**config.mk**
```make
export PLATFORM = sky130hd
export DESIGN_NAME = parking_gate_arbiter_flat
export DESIGN_NICKNAME = d
export VERILOG_FILES = /design/src/rtl/parking_gate_arbiter_pkg.sv /design/src/rtl/parking_gate_arbiter_if.sv /design/src/rtl/parking_gate_arbiter_gate_timer.sv /design/src/rtl/parking_gate_arbiter.sv /design/src/flat_wrapper.sv
export SDC_FILE = /design/constraint.sdc
export NUM_CORES = 1
export LEC_CHECK = 0
export ABC_AREA = 1
export ABC_CLOCK_PERIOD_IN_PS = 2400
export CORE_ASPECT_RATIO = 1.4
export CORE_MARGIN = 1
export CORE_UTILIZATION = 45
export DETAILED_ROUTE_END_ITERATION = 8
export GPL_TIMING_DRIVEN = 0
export HOLD_SLACK_MARGIN = 0.1
export PLACE_DENSITY = 0.7
export SLEW_MARGIN = 20
export SYNTH_ARGS = -nofsm -noshare
export SYNTH_HDL_FRONTEND = slang
export SYNTH_HIERARCHICAL = 1
export SYNTH_SLANG_ARGS = --single-unit
```
**constraint.sdc**
```tcl
create_clock -name clk -period 2.4 [get_ports clk]
set_input_delay 0.24 -clock clk [delete_from_list [all_inputs] [get_ports clk]]
set_output_delay 0.24 -clock clk [all_outputs]
set_load 0.02 [all_outputs]
```
**src/rtl/parking_gate_arbiter_pkg.sv**
```systemverilog
// Shared types and default constants for the parking gate arbiter.
package parking_pkg;

    typedef enum logic [1:0] {
        ST_IDLE       = 2'd0,
        ST_OPEN_ENTRY = 2'd1,
        ST_OPEN_EXIT  = 2'd2,
        ST_CLOSE      = 2'd3
    } state_e;

    typedef enum logic {
        LANE_ENTRY = 1'b0,
        LANE_EXIT  = 1'b1
    } lane_e;

    localparam int DEF_CAPACITY     = 16;
    localparam int DEF_CNT_W        = 5;
    localparam int DEF_TIMEOUT      = 200;
    localparam int DEF_CLOSE_CYCLES = 4;
    localparam int DEF_TMR_W        = 8;

endpackage

```
**src/rtl/parking_gate_arbiter_if.sv**
```systemverilog
// Lane requests, sensor pulses and gate/occupancy status between lot logic and the arbiter.
interface parking_gate_if #(parameter int CNT_W = 5);

    logic             entry_req;
    logic             exit_req;
    logic             entering;
    logic             exiting;
    logic             gate_open;
    logic             grant_entry;
    logic             grant_exit;
    logic [CNT_W-1:0] count;
    logic             full;
    logic             empty;
    logic             timeout_err;
    logic             seq_err;

    modport master (
        output entry_req, exit_req, entering, exiting,
        input  gate_open, grant_entry, grant_exit, count, full, empty, timeout_err, seq_err
    );

    modport slave (
        input  entry_req, exit_req, entering, exiting,
        output gate_open, grant_entry, grant_exit, count, full, empty, timeout_err, seq_err
    );

endinterface

```
**src/rtl/parking_gate_arbiter_gate_timer.sv**
```systemverilog
// Loadable down-counter that stops at zero; `last` flags the final counted cycle.
module gate_timer #(
    parameter int TMR_W = 8
) (
    input  logic             clk,
    input  logic             rst,
    input  logic             load,
    input  logic [TMR_W-1:0] load_val,
    output logic             last
);

    logic [TMR_W-1:0] value_q;
    logic [TMR_W-1:0] value_d;

    always_comb begin
        value_d = value_q;
        if (load) begin
            value_d = load_val;
        end else if (value_q != '0) begin
            value_d = value_q - 1'b1;
        end
    end

    always_ff @(posedge clk or negedge rst) begin
        if (!rst) begin
            value_q <= '0;
        end else begin
            value_q <= value_d;
        end
    end

    assign last = (value_q == TMR_W'(1));

endmodule

```
**src/rtl/parking_gate_arbiter.sv**
```systemverilog
// Shares one barrier between entry and exit lanes, alternating on contention,
// and tracks lot occupancy from the sensor pass pulses.
module parking_gate_arbiter
    import parking_pkg::*;
#(
    parameter int CAPACITY     = DEF_CAPACITY,
    parameter int CNT_W        = DEF_CNT_W,
    parameter int TIMEOUT      = DEF_TIMEOUT,
    parameter int CLOSE_CYCLES = DEF_CLOSE_CYCLES,
    parameter int TMR_W        = DEF_TMR_W
) (
    input  logic          clk,
    input  logic          rst,
    parking_gate_if.slave bus
);

    state_e           state_q, state_d;
    lane_e            last_q, last_d;
    logic [CNT_W-1:0] count_q, count_d;
    logic             grant_entry_q, grant_entry_d;
    logic             grant_exit_q, grant_exit_d;
    logic             timeout_err_q, timeout_err_d;
    logic             seq_err_q, seq_err_d;

    logic             tmr_load;
    logic [TMR_W-1:0] tmr_load_val;
    logic             tmr_last;
    logic             full;
    logic             empty;
    logic             entry_elig;
    logic             exit_elig;

    assign full       = (count_q == CNT_W'(CAPACITY));
    assign empty      = (count_q == '0);
    assign entry_elig = bus.entry_req && !full;
    assign exit_elig  = bus.exit_req && !empty;

    gate_timer #(.TMR_W(TMR_W)) u_timer (
        .clk      (clk),
        .rst      (rst),
        .load     (tmr_load),
        .load_val (tmr_load_val),
        .last     (tmr_last)
    );

    // A matching pass pulse beats a simultaneous timeout; a wrong-lane pulse is flagged but never counted.
    always_comb begin
        state_d       = state_q;
        last_d        = last_q;
        count_d       = count_q;
        grant_entry_d = 1'b0;
        grant_exit_d  = 1'b0;
        timeout_err_d = 1'b0;
        seq_err_d     = 1'b0;
        tmr_load      = 1'b0;
        tmr_load_val  = TMR_W'(TIMEOUT);

        unique case (state_q)
            ST_IDLE: begin
                seq_err_d = bus.entering | bus.exiting;
                if (entry_elig && (!exit_elig || last_q == LANE_EXIT)) begin
                    state_d       = ST_OPEN_ENTRY;
                    last_d        = LANE_ENTRY;
                    grant_entry_d = 1'b1;
                    tmr_load      = 1'b1;
                end else if (exit_elig) begin
                    state_d      = ST_OPEN_EXIT;
                    last_d       = LANE_EXIT;
                    grant_exit_d = 1'b1;
                    tmr_load     = 1'b1;
                end
            end
            ST_OPEN_ENTRY: begin
                grant_entry_d = 1'b1;
                seq_err_d     = bus.exiting;
                if (bus.entering) begin
                    if (!full) begin
                        count_d = count_q + 1'b1;
                    end
                    state_d       = ST_CLOSE;
                    grant_entry_d = 1'b0;
                    tmr_load      = 1'b1;
                    tmr_load_val  = TMR_W'(CLOSE_CYCLES);
                end else if (tmr_last) begin
                    timeout_err_d = 1'b1;
                    state_d       = ST_CLOSE;
                    grant_entry_d = 1'b0;
                    tmr_load      = 1'b1;
                    tmr_load_val  = TMR_W'(CLOSE_CYCLES);
                end
            end
            ST_OPEN_EXIT: begin
                grant_exit_d = 1'b1;
                seq_err_d    = bus.entering;
                if (bus.exiting) begin
                    if (!empty) begin
                        count_d = count_q - 1'b1;
                    end
                    state_d      = ST_CLOSE;
                    grant_exit_d = 1'b0;
                    tmr_load     = 1'b1;
                    tmr_load_val = TMR_W'(CLOSE_CYCLES);
                end else if (tmr_last) begin
                    timeout_err_d = 1'b1;
                    state_d       = ST_CLOSE;
                    grant_exit_d  = 1'b0;
                    tmr_load      = 1'b1;
                    tmr_load_val  = TMR_W'(CLOSE_CYCLES);
                end
            end
            ST_CLOSE: begin
                seq_err_d = bus.entering | bus.exiting;
                if (tmr_last) begin
                    state_d = ST_IDLE;
                end
            end
            default: begin
                state_d = ST_IDLE;
            end
        endcase
    end

    always_ff @(posedge clk or negedge rst) begin
        if (!rst) begin
            state_q       <= ST_IDLE;
            last_q        <= LANE_EXIT;
            count_q       <= '0;
            grant_entry_q <= 1'b0;
            grant_exit_q  <= 1'b0;
            timeout_err_q <= 1'b0;
            seq_err_q     <= 1'b0;
        end else begin
            state_q       <= state_d;
            last_q        <= last_d;
            count_q       <= count_d;
            grant_entry_q <= grant_entry_d;
            grant_exit_q  <= grant_exit_d;
            timeout_err_q <= timeout_err_d;
            seq_err_q     <= seq_err_d;
        end
    end

    assign bus.grant_entry = grant_entry_q;
    assign bus.grant_exit  = grant_exit_q;
    assign bus.gate_open   = grant_entry_q | grant_exit_q;
    assign bus.count       = count_q;
    assign bus.full        = full;
    assign bus.empty       = empty;
    assign bus.timeout_err = timeout_err_q;
    assign bus.seq_err     = seq_err_q;

endmodule

```
**src/flat_wrapper.sv**
```systemverilog
// flat-port wrapper written by rule: the top's interface ports become plain ports
module parking_gate_arbiter_flat import parking_pkg::*;
#(
    parameter int CAPACITY     = DEF_CAPACITY,
    parameter int CNT_W        = DEF_CNT_W,
    parameter int TIMEOUT      = DEF_TIMEOUT,
    parameter int CLOSE_CYCLES = DEF_CLOSE_CYCLES,
    parameter int TMR_W        = DEF_TMR_W
)
  (clk, rst, bus_entry_req, bus_exit_req, bus_entering, bus_exiting, bus_gate_open, bus_grant_entry, bus_grant_exit, bus_count, bus_full, bus_empty, bus_timeout_err, bus_seq_err);
  parking_gate_if #(.CNT_W(CNT_W)) bus_i ();
  input  logic clk;
  input  logic rst;
  input wire logic [$bits(bus_i.entry_req)-1:0] bus_entry_req;
  input wire logic [$bits(bus_i.exit_req)-1:0] bus_exit_req;
  input wire logic [$bits(bus_i.entering)-1:0] bus_entering;
  input wire logic [$bits(bus_i.exiting)-1:0] bus_exiting;
  output wire logic [$bits(bus_i.gate_open)-1:0] bus_gate_open;
  output wire logic [$bits(bus_i.grant_entry)-1:0] bus_grant_entry;
  output wire logic [$bits(bus_i.grant_exit)-1:0] bus_grant_exit;
  output wire logic [$bits(bus_i.count)-1:0] bus_count;
  output wire logic [$bits(bus_i.full)-1:0] bus_full;
  output wire logic [$bits(bus_i.empty)-1:0] bus_empty;
  output wire logic [$bits(bus_i.timeout_err)-1:0] bus_timeout_err;
  output wire logic [$bits(bus_i.seq_err)-1:0] bus_seq_err;
  assign bus_i.entry_req = bus_entry_req;
  assign bus_i.exit_req = bus_exit_req;
  assign bus_i.entering = bus_entering;
  assign bus_i.exiting = bus_exiting;
  assign bus_gate_open = bus_i.gate_open;
  assign bus_grant_entry = bus_i.grant_entry;
  assign bus_grant_exit = bus_i.grant_exit;
  assign bus_count = bus_i.count;
  assign bus_full = bus_i.full;
  assign bus_empty = bus_i.empty;
  assign bus_timeout_err = bus_i.timeout_err;
  assign bus_seq_err = bus_i.seq_err;
  parking_gate_arbiter #(.CAPACITY(CAPACITY), .CNT_W(CNT_W), .TIMEOUT(TIMEOUT), .CLOSE_CYCLES(CLOSE_CYCLES), .TMR_W(TMR_W)) u_core (.clk(clk), .rst(rst), .bus(bus_i));
endmodule
```
==> run metrics, run 1 <==
run status finished, final reports clean; total number of vias 1287; Area growth, synth to finish 19.7%; final setup fails 0; max layer used met4; Synth Warn # 6; synthesized area 1530 sq um; endpoint type of the worst setup path flop; max-cap check violation count 0; vias in the first global route 1308; Crit Path Class reg -> reg; Tmin final 2130 ps; post-route worst setup slack 274 ps; overall die area 3640 sq um; post-route non-filler standard cell count 272; sort of element at the start of the critical path flop; Max rail drop VDD 755 uV; number of optimization iterations in the first detailed-route pass 4; part of the Yosys area used for sequential elements 32.8%; worst endpoint data arrival time 2270 ps; slew at the pin closest to its max-slew limit about 910 ps; final worst clock skew 9.28 ps; Slew Limit Headroom 39.4%; number of antenna diodes 0; total cell area at the placement stage 1760 sq um; fraction of layout cells with a size suffix above 1 14.2%; maximum clock frequency 0.470 GHz; Worst Path Buf+Inv 5; slowest stage cell, crit path dfrtp_1; total of fill cells in the finished design 320; clock buffers created by TritonCTS 3; routability-driven placement congestion ratio 0.828; clock transition at the registers of the reported paths 80 ps; Port-buffer cells 17; detailed placer's ending HPWL ~2300 microns; setup slack after placement -78.6 ps; count of standard-cell rows 24; Top delay family on crit path simple AND/OR/NAND/NOR gates; setup repair after global routing missed its margin no; wire length the detailed router placed on met1 1290 microns; Starting Density 48.1%; fraction of the cycle the final worst path needs 88.6%; Crit Path Max Fanout 10; Tot Pwr 0.00275 W; stage delay of the slowest cell on the critical path 380 ps; global-route wire length before repair 5460 microns; floorplan die height 71 microns; max-slew violation count 0; DRC errors left 0; Power Dens Cells 1500 nW/um^2; number of antenna violations at the first check in global routing 0; count of state elements after synthesis 20; overflow left after global routing 0; number of buffers on the longest clock path 2; core box area about 3200 sq um; CTS HTree Levels 1; number of cells in the design after placement ~270; Avg Synthesized Cell Area around 7.4 sq um; required time reported for the critical path endpoint 2550 ps; Post-layout nets roughly 250; TritonCTS Sinks 20; hold slack around 480 ps; remaining antenna violation count after routing 0; number of violations reported at the end of detailed-routing iteration 0 17; wire length per cell after detailed routing ~11 microns; vias per inst 4.73; All-Layer GR Usage 19.5%; final count of hold timing violations 0; series of cell instances along the critical path inv_1 -> ha_1 -> nand2_1 -> nor2_1 -> inv_1 -> nand2_1 -> o211ai_1 -> a21oi_4 -> inv_2 -> buf_6 -> nor2_1 -> nor2_1 -> nand2_1 -> inv_1; synthesized instance count between 200 and 250; post-route cell area 1830 sq um; number of I/O pins 18; class of the tightest hold or removal check reg -> reg; distinct cell type count after synthesis 29; DR WL met2 1600 microns; Met3 Routed Length around 67 microns; TritonCTS clock tree done; Static Leakage 0.963 nW; maximum number of pins on one net before global-route repair 21; Clock Tree Root clkbuf_8; Total Wirelength ~3000 microns; die span in x around 51 microns; insertion delay of the later-clocked pin in the worst-skew pair 260 ps
cells in the mapped netlist:
cell type   n  share of area, %
dfstp_2     1               1.7
nor2_2      3               1.2
inv_6       1              0.57
nor3_1      1              0.33
nand2_2     5               2.0
xnor2_1     2               1.1
o21ai_2     5               2.9
nand2_1    57                14
or2_2       1              0.41
a22oi_1     1              0.49
nand3b_1    1              0.49
inv_2       2              0.49
o21ai_0    11               3.6
a31oi_1     1              0.41
a21oi_1     6               2.0
fa_1        1               1.3
ha_1       11               9.0
nand3_4     2               2.3
nor3_2      1              0.65
inv_1      31               7.6
o211ai_1    1              0.49
nor2_8      1               1.3
xor2_1      2               1.1
dfrtp_1    19                31
nor2_4      3               2.2
nor2_1     20               4.9
buf_6       2               1.5
conb_1      1              0.25
nand3_1    14               4.6
layout make-up:
type	instances	area (sq um)	area share [%]
Buffer	2	22.5	1.23
Tap cell	39	48.8	2.66
Inverter	34	133	7.24
Sequential cell	20	502	27.4
Clock buffer	4	45.0	2.46
Multi-Input combinational cell	154	896	48.9
Timing Repair Buffer	19	185	10.1
per-layer routing:
layer  up-vias  global-route usage, %
li1        691                      -
met1       578                   22.1
met2        14                   36.4
met3         4                   2.15
met4         0                   6.91
met5         -                      0
registers in the layout, indices dropped and copies added (netlist names):
| name | cells |
|---|---|
| u_core/u_timer/value_q | 8 |
| u_core/bus.count | 5 |
| u_core/state_q | 2 |
| u_core/bus.grant_entry | 1 |
| u_core/bus.grant_exit | 1 |
| u_core/bus.seq_err | 1 |
| u_core/bus.timeout_err | 1 |
| u_core/last_q | 1 |
kinds of logic (layout without fill, tap and decap cells):
| group | Yosys count | in the layout | synth area share (%) |
|---|---|---|---|
| adder cells (fa/ha/maj) | 12 | 12 | 10.3 |
| flip-flops | 20 | 20 | 32.8 |
| other | 1 | 4 | 0.245 |
| AND/OR/NAND/NOR | 109 | 109 | 34.4 |
| AO/OA/AOI/OAI | 25 | 25 | 9.81 |
| buffers and inverters | 36 | 59 | 10.1 |
| XOR/XNOR | 4 | 4 | 2.29 |
cell usage in the layout (no fill, tap or decap), drive strengths merged:
| master | n |
|---|---|
| nand3b | 1 |
| ha | 11 |
| or2 | 1 |
| inv | 34 |
| fa | 1 |
| dfrtp | 19 |
| a22oi | 1 |
| xor2 | 2 |
| xnor2 | 2 |
| o21ai | 16 |
| buf | 4 |
| nand3 | 16 |
| clkdlybuf4s50 | 17 |
| clkbuf | 4 |
| dfstp | 1 |
| a21oi | 6 |
| nor2 | 27 |
| conb | 4 |
| nor3 | 2 |
| nand2 | 62 |
| o211ai | 1 |
| a31oi | 1 |
worst reg2reg max path: cells and delay by family, from the launching register on:
| kind | cells | cell delay (ps) |
|---|---|---|
| and+or+nand+nor | 6 | 590 |
| buffers and inverters | 5 | 530 |
| DFF | 1 | 380 |
| AOI/OAI and AO/OA | 2 | 360 |
| adders and majority gates | 1 | 170 |
worst paths after layout:
kind                                      startpoint                         to  slack (ps)  depth (start not counted)
min in group asynchronous                        rst        u_core/bus.count[0]         490                          1
min                                    u_core/last_q              u_core/last_q         480                          2
max reg2reg                u_core/u_timer/value_q[1]  u_core/u_timer/value_q[7]         270                         14
max in group asynchronous                        rst  u_core/u_timer/value_q[7]        1350                          1
min reg2reg                            u_core/last_q              u_core/last_q         480                          2
max                        u_core/u_timer/value_q[1]  u_core/u_timer/value_q[7]         270                         14
what timing repair did:
action                                  4_1_cts  5_1_grt
hold buffers                                  0        0
endpoints found under the setup margin        8        7
pin swaps                                     0        1
gates resized for setup                       1        1
buffers inserted                              0        2
power by group:
group / internal [W] / switching (W) / leakage [nW]
Sequential: 0.000515 / 0.000155 / 0.239
Clock: 0.000118 / 0.000107 / 0.0228
Combinational: 0.000778 / 0.00107 / 0.701
Total: 0.00141 / 0.00134 / 0.963
stage by stage:
stage          utilization, %  TNS (ps)
2_1_floorplan               -         0
3_3_place_gp             55.3      -310
3_5_place_dp             55.3      -297
4_1_cts                  56.8         0
5_1_grt                  57.5         0
6_report                 57.5         0
Power figures use the tool's default switching activity.
==> run 2, diff against run 1 <==
Settings changed: CTS_BUF_LIST set to sky130_fd_sc_hd__clkbuf_4 sky130_fd_sc_hd__clkbuf_8 sky130_fd_sc_hd__clkbuf_16.
==> run 2 against run 1 <==
Effect of this change:
- maximum frequency about the same
- count of clock-buffer cells in the layout unchanged
- total power increased by 0.33%
- non-clock buffer count unchanged
- die area unchanged
- clock skew about the same
- via count about the same
- highest routed layer unchanged
- core utilization increased by 0.12 points
==> run metrics, run 2 (synthesis results as in run 1) <==
worst setup slack for register-to-register paths 280 ps (about the same); Crit Path Class reg -> reg; CTS HTree Levels 1 (unchanged); number of antenna violations at the first check in global routing 0 (unchanged); maximum number of pins on one net before global-route repair 21 (unchanged); All-Layer GR Usage 19.3% (-0.18 points); most frequent cells in the layout 57 x nand2_1, 31 x inv_1, 20 x nor2_1; stage delay of the slowest cell on the critical path 380 ps (about the same); floorplan die height 71 microns (unchanged); final worst clock skew 9.00 ps (-0.275 ps); Tmin final 2120 ps (-1.97 ps); core box area 3180 sq um (unchanged); endpoint type of the worst setup path flop; count of standard-cell rows 24 (unchanged); Static Leakage 0.966 nW (+0.36%); Slew Limit Headroom 39.5% (+0.070 points); number of I/O pins 18 (unchanged); die span in x 51.3 microns (unchanged); remaining antenna violation count after routing 0 (unchanged); maximum clock frequency 0.471 GHz (about the same); Power Dens Cells 1500 nW/um^2 (+0.12%); required time reported for the critical path endpoint 2550 ps (about the same); slew at the pin closest to its max-slew limit 905 ps (-1.05 ps); insertion delay of the later-clocked pin in the worst-skew pair 260 ps (about the same); number of buffers on the longest clock path 2 (unchanged); run status finished, final reports clean; global-route wire length before repair 5410 microns (-1.0%); Crit Path Max Fanout 10 (unchanged); CTS Hold Bufs 0 (unchanged); wire length per cell after detailed routing 11.0 microns (-0.76%); TritonCTS Sinks 20 (unchanged); series of cell instances along the critical path inv_1 -> ha_1 -> nand2_1 -> nor2_1 -> inv_1 -> nand2_1 -> o211ai_1 -> a21oi_4 -> inv_2 -> buf_6 -> nor2_1 -> nor2_1 -> nand2_1 -> inv_1; final setup fails 0 (unchanged); setup repair after global routing missed its margin no; detailed placer's ending HPWL 2340 microns (unchanged); setup slack after placement -78.6 ps (unchanged); DRC errors left 0 (unchanged); vias per inst 4.73 (about the same); Max rail drop VDD 791 uV (+4.8%); TritonCTS clock tree done; Tot Pwr 0.00276 W (+0.33%); number of antenna diodes 0 (unchanged); number of violations reported at the end of detailed-routing iteration 0 22 (+5); most common library cell in the layout ignoring fill and taps nand2_1; flip-flop count of the largest register, all copies and words added 8 (unchanged); Top reg by flops u_core/u_timer/value_q; switching power summed over all nets 0.00133 W (-0.18%); part of the power in the clock network 8.5% (+0.3 points); slowest stage cell, crit path dfrtp_1; Sw Share 48.4% (-0.25 points); fraction of layout cells with a size suffix above 1 14.6% (+0.43 points); Clock Tree Root clkbuf_8; part of the total power dissipated in sequential elements 24.3% (about the same); number of optimization iterations in the first detailed-route pass 4 (unchanged); class of the tightest hold or removal check reg -> reg; Post-layout nets 252 (unchanged); final count of hold timing violations 0 (unchanged); Total Wirelength 2990 microns (-0.76%); fraction of the cycle the final worst path needs 88.5% (about the same); worst endpoint data arrival time 2270 ps (about the same); overall die area 3640 sq um (unchanged); Starting Density 48.1% (unchanged); vias in the first global route 1284 (-1.8%); post-route worst setup slack 276 ps (+1.97 ps); Area growth, synth to finish 20.0%; max-slew violation count 0 (unchanged); max-cap check violation count 0 (unchanged); Port-buffer cells 17 (unchanged); overflow left after global routing 0 (unchanged); sort of element at the start of the critical path flop; combinational fraction of design power 67.1% (-0.3 points); clock buffers created by TritonCTS 3 (unchanged); routability-driven placement congestion ratio 0.828 (unchanged); total number of vias 1286 (-0.078%); internal portion of total power 0.00142 W (+0.82%); clock transition at the registers of the reported paths 80 ps (about the same)
## run 2: changes by cell type in the layout (fill, tap and decap cells not counted)
cell,delta
clkbuf_1,-1
clkbuf_4,+1
## run 2: worst paths after layout
kind                                            from                        end  cells past startpoint
setup / recovery           u_core/u_timer/value_q[1]  u_core/u_timer/value_q[7]                     14
hold / removal                         u_core/last_q              u_core/last_q                      2
setup reg to reg           u_core/u_timer/value_q[1]  u_core/u_timer/value_q[7]                     14
hold reg to reg                        u_core/last_q              u_core/last_q                      2
max in group asynchronous                        rst  u_core/u_timer/value_q[7]                      1
min in group asynchronous                        rst        u_core/bus.count[0]                      1
## run 2: area by class of cell
cell class	instances	area [sq um]
Buffer	2	22.5
Clock buffer	4	48.8
Fill cell	321	1350
Inverter	34	133
Multi-Input combinational cell	154	896
Sequential cell	20	502
Tap cell	39	48.8
Timing Repair Buffer	19	185
## run 2: power groups by stage
stage | clock (W) | combinational, W | sequential (W)
finish | 0.000236 | 0.00185 | 0.000670
global route | 0.000260 | 0.00210 | 0.000698
floorplan | 0 | 0.00128 | 0.000729
global placement | 0 | 0.00176 | 0.000676
CTS | 0.000246 | 0.00180 | 0.000673
detailed placement | 0 | 0.00179 | 0.000676
## run 2: per-layer routing
| metal | global-route usage [%] | routed length, microns | vias up |
|---|---|---|---|
| li1 | - | - | 691 |
| met1 | 21.9 | 1310 | 581 |
| met2 | 36.7 | 1600 | 12 |
| met3 | 2.15 | 63 | 2 |
| met4 | 5.41 | 22 | 0 |
| met5 | 0 | 0 | - |
## run 2: what timing repair did
item | 4_1_cts | 5_1_grt
gates resized for setup | 1 | 1
pin swaps | 0 | 1
setup endpoints to repair | 8 | 7
setup buffers | 0 | 2
## run 2: through the flow
step | instance area, sq um | hold slack [ps] | cells | util, % | TNS [ps]
finish | 1840 | 475 | 272 | 57.7 | 0
global route | 1840 | 520 | 272 | 57.7 | 0
CTS | 1810 | 471 | 270 | 57.0 | 0
detailed placement | 1760 | 463 | 266 | 55.3 | -297
global placement | 1760 | 456 | 266 | 55.3 | -310
floorplan | 1540 | -55.6 | 210 | - | 0
## run 2: worst max-delay path, delay by kind of cell, from the launching register on
family | cells | cell delay, ps
buf+inv | 5 | 530
simple gates | 6 | 580
fa+ha+maj | 1 | 170
compound gates | 2 | 360
flops | 1 | 380
==> run 3, diff against run 2 <==
Settings changed: CORE_UTILIZATION 45 to 55, HOLD_SLACK_MARGIN 0.1 to 0.05, PLACE_DENSITY 0.7 to 0.83.
==> run 3 against run 2 <==
Effect of this change:
- cell area fell by 1.7%
- largest cell class unchanged
- count of clock-buffer cells in the layout did not move
- first-iteration DRC count rose by 32%
- sequential power fell by 0.7%
- sequential share of layout area rose by 0.47 points
- critical endpoint is now u_core/u_timer/value_q[5]
==> run metrics, run 3 (synthesis results as in run 1) <==
run status finished, final reports clean; overall die area 3000 sq um (-18%); Crit Path Class reg -> reg; final count of hold timing violations 0 (unchanged); floorplan die height 64.4 microns (-9.3%); maximum number of pins on one net before global-route repair 21 (unchanged); worst endpoint data arrival time 2400 ps (+130 ps); Crit Path Max Fanout 10 (unchanged); CTS Hold Bufs 0 (unchanged); Max rail drop VDD 906 uV (+15%); global-route wire length before repair 5120 microns (-5.4%); max-slew violation count 0 (unchanged); clock buffers created by TritonCTS 3 (unchanged); vias in the first global route 1199 (-6.6%); detailed placer's ending HPWL 2350 microns (+0.56%); Area growth, synth to finish 17.9%; slowest stage cell, crit path dfrtp_1; vias per inst 4.85 (+2.6%); DRC errors left 0 (unchanged); most common library cell in the layout ignoring fill and taps nand2_1; Worst Path Buf+Inv 5 (unchanged); CTS HTree Levels 1 (unchanged); Tot Pwr 0.00268 W (-2.8%); Post-layout nets 250 (-0.79%); clock transition at the registers of the reported paths 110 ps (+30 ps); Slew Limit Headroom 39.5% (+0.085 points); final worst clock skew 2.82 ps (-6.18 ps); Static Leakage 0.951 nW (-1.5%); total of fill cells in the finished design 241 (-25%); class of the tightest hold or removal check in -> async; series of cell instances along the critical path inv_1 -> ha_1 -> nand2_1 -> nor2_1 -> inv_1 -> nand2_1 -> o211ai_1 -> a21oi_4 -> inv_2 -> buf_6 -> nor2_1 -> nor2_1 -> nand2_1 -> inv_1; count of standard-cell rows 22 (-8.3%); sort of element at the start of the critical path flop; Total Wirelength 2960 microns (-1.1%); post-route non-filler standard cell count 267 (-1.8%); Clock Tree Root clkbuf_4; number of optimization iterations in the first detailed-route pass 4 (unchanged); fraction of the cycle the final worst path needs 91.6% (+3.1 points); final setup fails 0 (unchanged); required time reported for the critical path endpoint 2610 ps (+60 ps); Starting Density 57.9% (+9.8 points); number of antenna diodes 0 (unchanged); TritonCTS Sinks 20 (unchanged); number of buffers on the longest clock path 2 (unchanged); fraction of layout cells with a size suffix above 1 13.9% (-0.74 points); core box area 2640 sq um (-17%); All-Layer GR Usage 23.3% (+4.0 points); Power Dens Cells 1490 nW/um^2 (-1.1%); most frequent cells in the layout 57 x nand2_1, 31 x inv_1, 20 x nor2_1; die span in x 46.6 microns (-9.2%); Port-buffer cells 17 (unchanged); origin of the critical flop-to-flop path u_core/u_timer/value_q[1]; number of antenna violations at the first check in global routing 0 (unchanged); number of cells in the design after placement 263 (-1.1%); Tmin final 2200 ps (+73.6 ps); overflow left after global routing 0 (unchanged); total number of vias 1295 (+0.70%); maximum clock frequency 0.455 GHz (-3.3%); wire length per cell after detailed routing 11.1 microns (+0.75%); max-cap check violation count 0 (unchanged); flip-flop count of the largest register, all copies and words added 8 (unchanged); insertion delay of the later-clocked pin in the worst-skew pair 290 ps (+30 ps); remaining antenna violation count after routing 0 (unchanged); endpoint type of the worst setup path flop; capture point of the worst reg-to-reg path u_core/u_timer/value_q[5]; Total Neg Setup Slack 0 ps (unchanged); Top reg by flops u_core/u_timer/value_q; routability-driven placement congestion ratio 0.827 (about the same); slew at the pin closest to its max-slew limit 904 ps (-1.27 ps); Top delay family on crit path simple AND/OR/NAND/NOR gates; Worst Reg-to-Reg Cells 14 (unchanged); number of I/O pins 18 (unchanged); setup repair after global routing missed its margin no; worst setup slack for register-to-register paths 200 ps (-70 ps); number of violations reported at the end of detailed-routing iteration 0 29 (+32%); TritonCTS clock tree done; stage delay of the slowest cell on the critical path 390 ps (about the same)
==> run 3: cell types whose count changed in the layout (fill, tap and decap cells not counted), sizes merged <==
cell  previous run  this run
buf              4         2
==> run 3: how the worst max path moves through the flow <==
stage	cells after the start	slack, ps	end	start
detailed placement	14	-40	u_core/u_timer/value_q[5]	u_core/u_timer/value_q[1]
global placement	14	-40	u_core/u_timer/value_q[5]	u_core/u_timer/value_q[1]
floorplan	14	380	u_core/u_timer/value_q[7]	u_core/u_timer/value_q[1]
finish	14	200	u_core/u_timer/value_q[5]	u_core/u_timer/value_q[1]
global route	14	1	u_core/u_timer/value_q[5]	u_core/u_timer/value_q[1]
CTS	14	140	u_core/u_timer/value_q[5]	u_core/u_timer/value_q[1]
==> run 3: repair_timing <==
item / in CTS / in global routing
endpoints found under the setup margin: 5 / 5
setup buffers: 0 / 0
resized for setup: 1 / 1
pin swaps: 0 / 1
cloned: 0 / 0
==> run 3: routing by layer <==
metal	up-vias	global-route usage [%]	share of wire (%)
li1	688	-	-
met2	26	41.7	55
met3	2	1.95	3.0
met5	-	0	0
met4	0	6.62	0.58
met1	579	28.2	42
==> run 3: final cells by class <==
type | count | area, sq um | share of cell area (%)
clock buffer | 4 | 36.3 | 2.01
sequential | 20 | 502 | 27.8
buffer | 2 | 22.5 | 1.25
multi-input combinational | 154 | 896 | 49.7
timing repair buffer | 17 | 170 | 9.43
tap | 36 | 45.0 | 2.50
inverter | 34 | 133 | 7.35
==> run 3: report_power, final <==
group | leakage [nW] | total, W | internal (W) | switching (W)
Combinational | 0.691 | 0.00182 | 0.000745 | 0.00108
Sequential | 0.239 | 0.000665 | 0.000514 | 0.000151
Clock | 0.0210 | 0.000193 | 0.0000924 | 0.000100
==> run 3: metrics by stage <==
step	hold slack (ps)	instance area [sq um]	utilization (%)	setup WS (ps)
after detailed placement	458	1760	66.5	-40.7
after global placement	454	1760	66.5	-42.6
after CTS	476	1800	68.0	141
after global routing	511	1800	68.3	1.43
after floorplan	-55.6	1540	-	383
final	445	1800	68.3	202
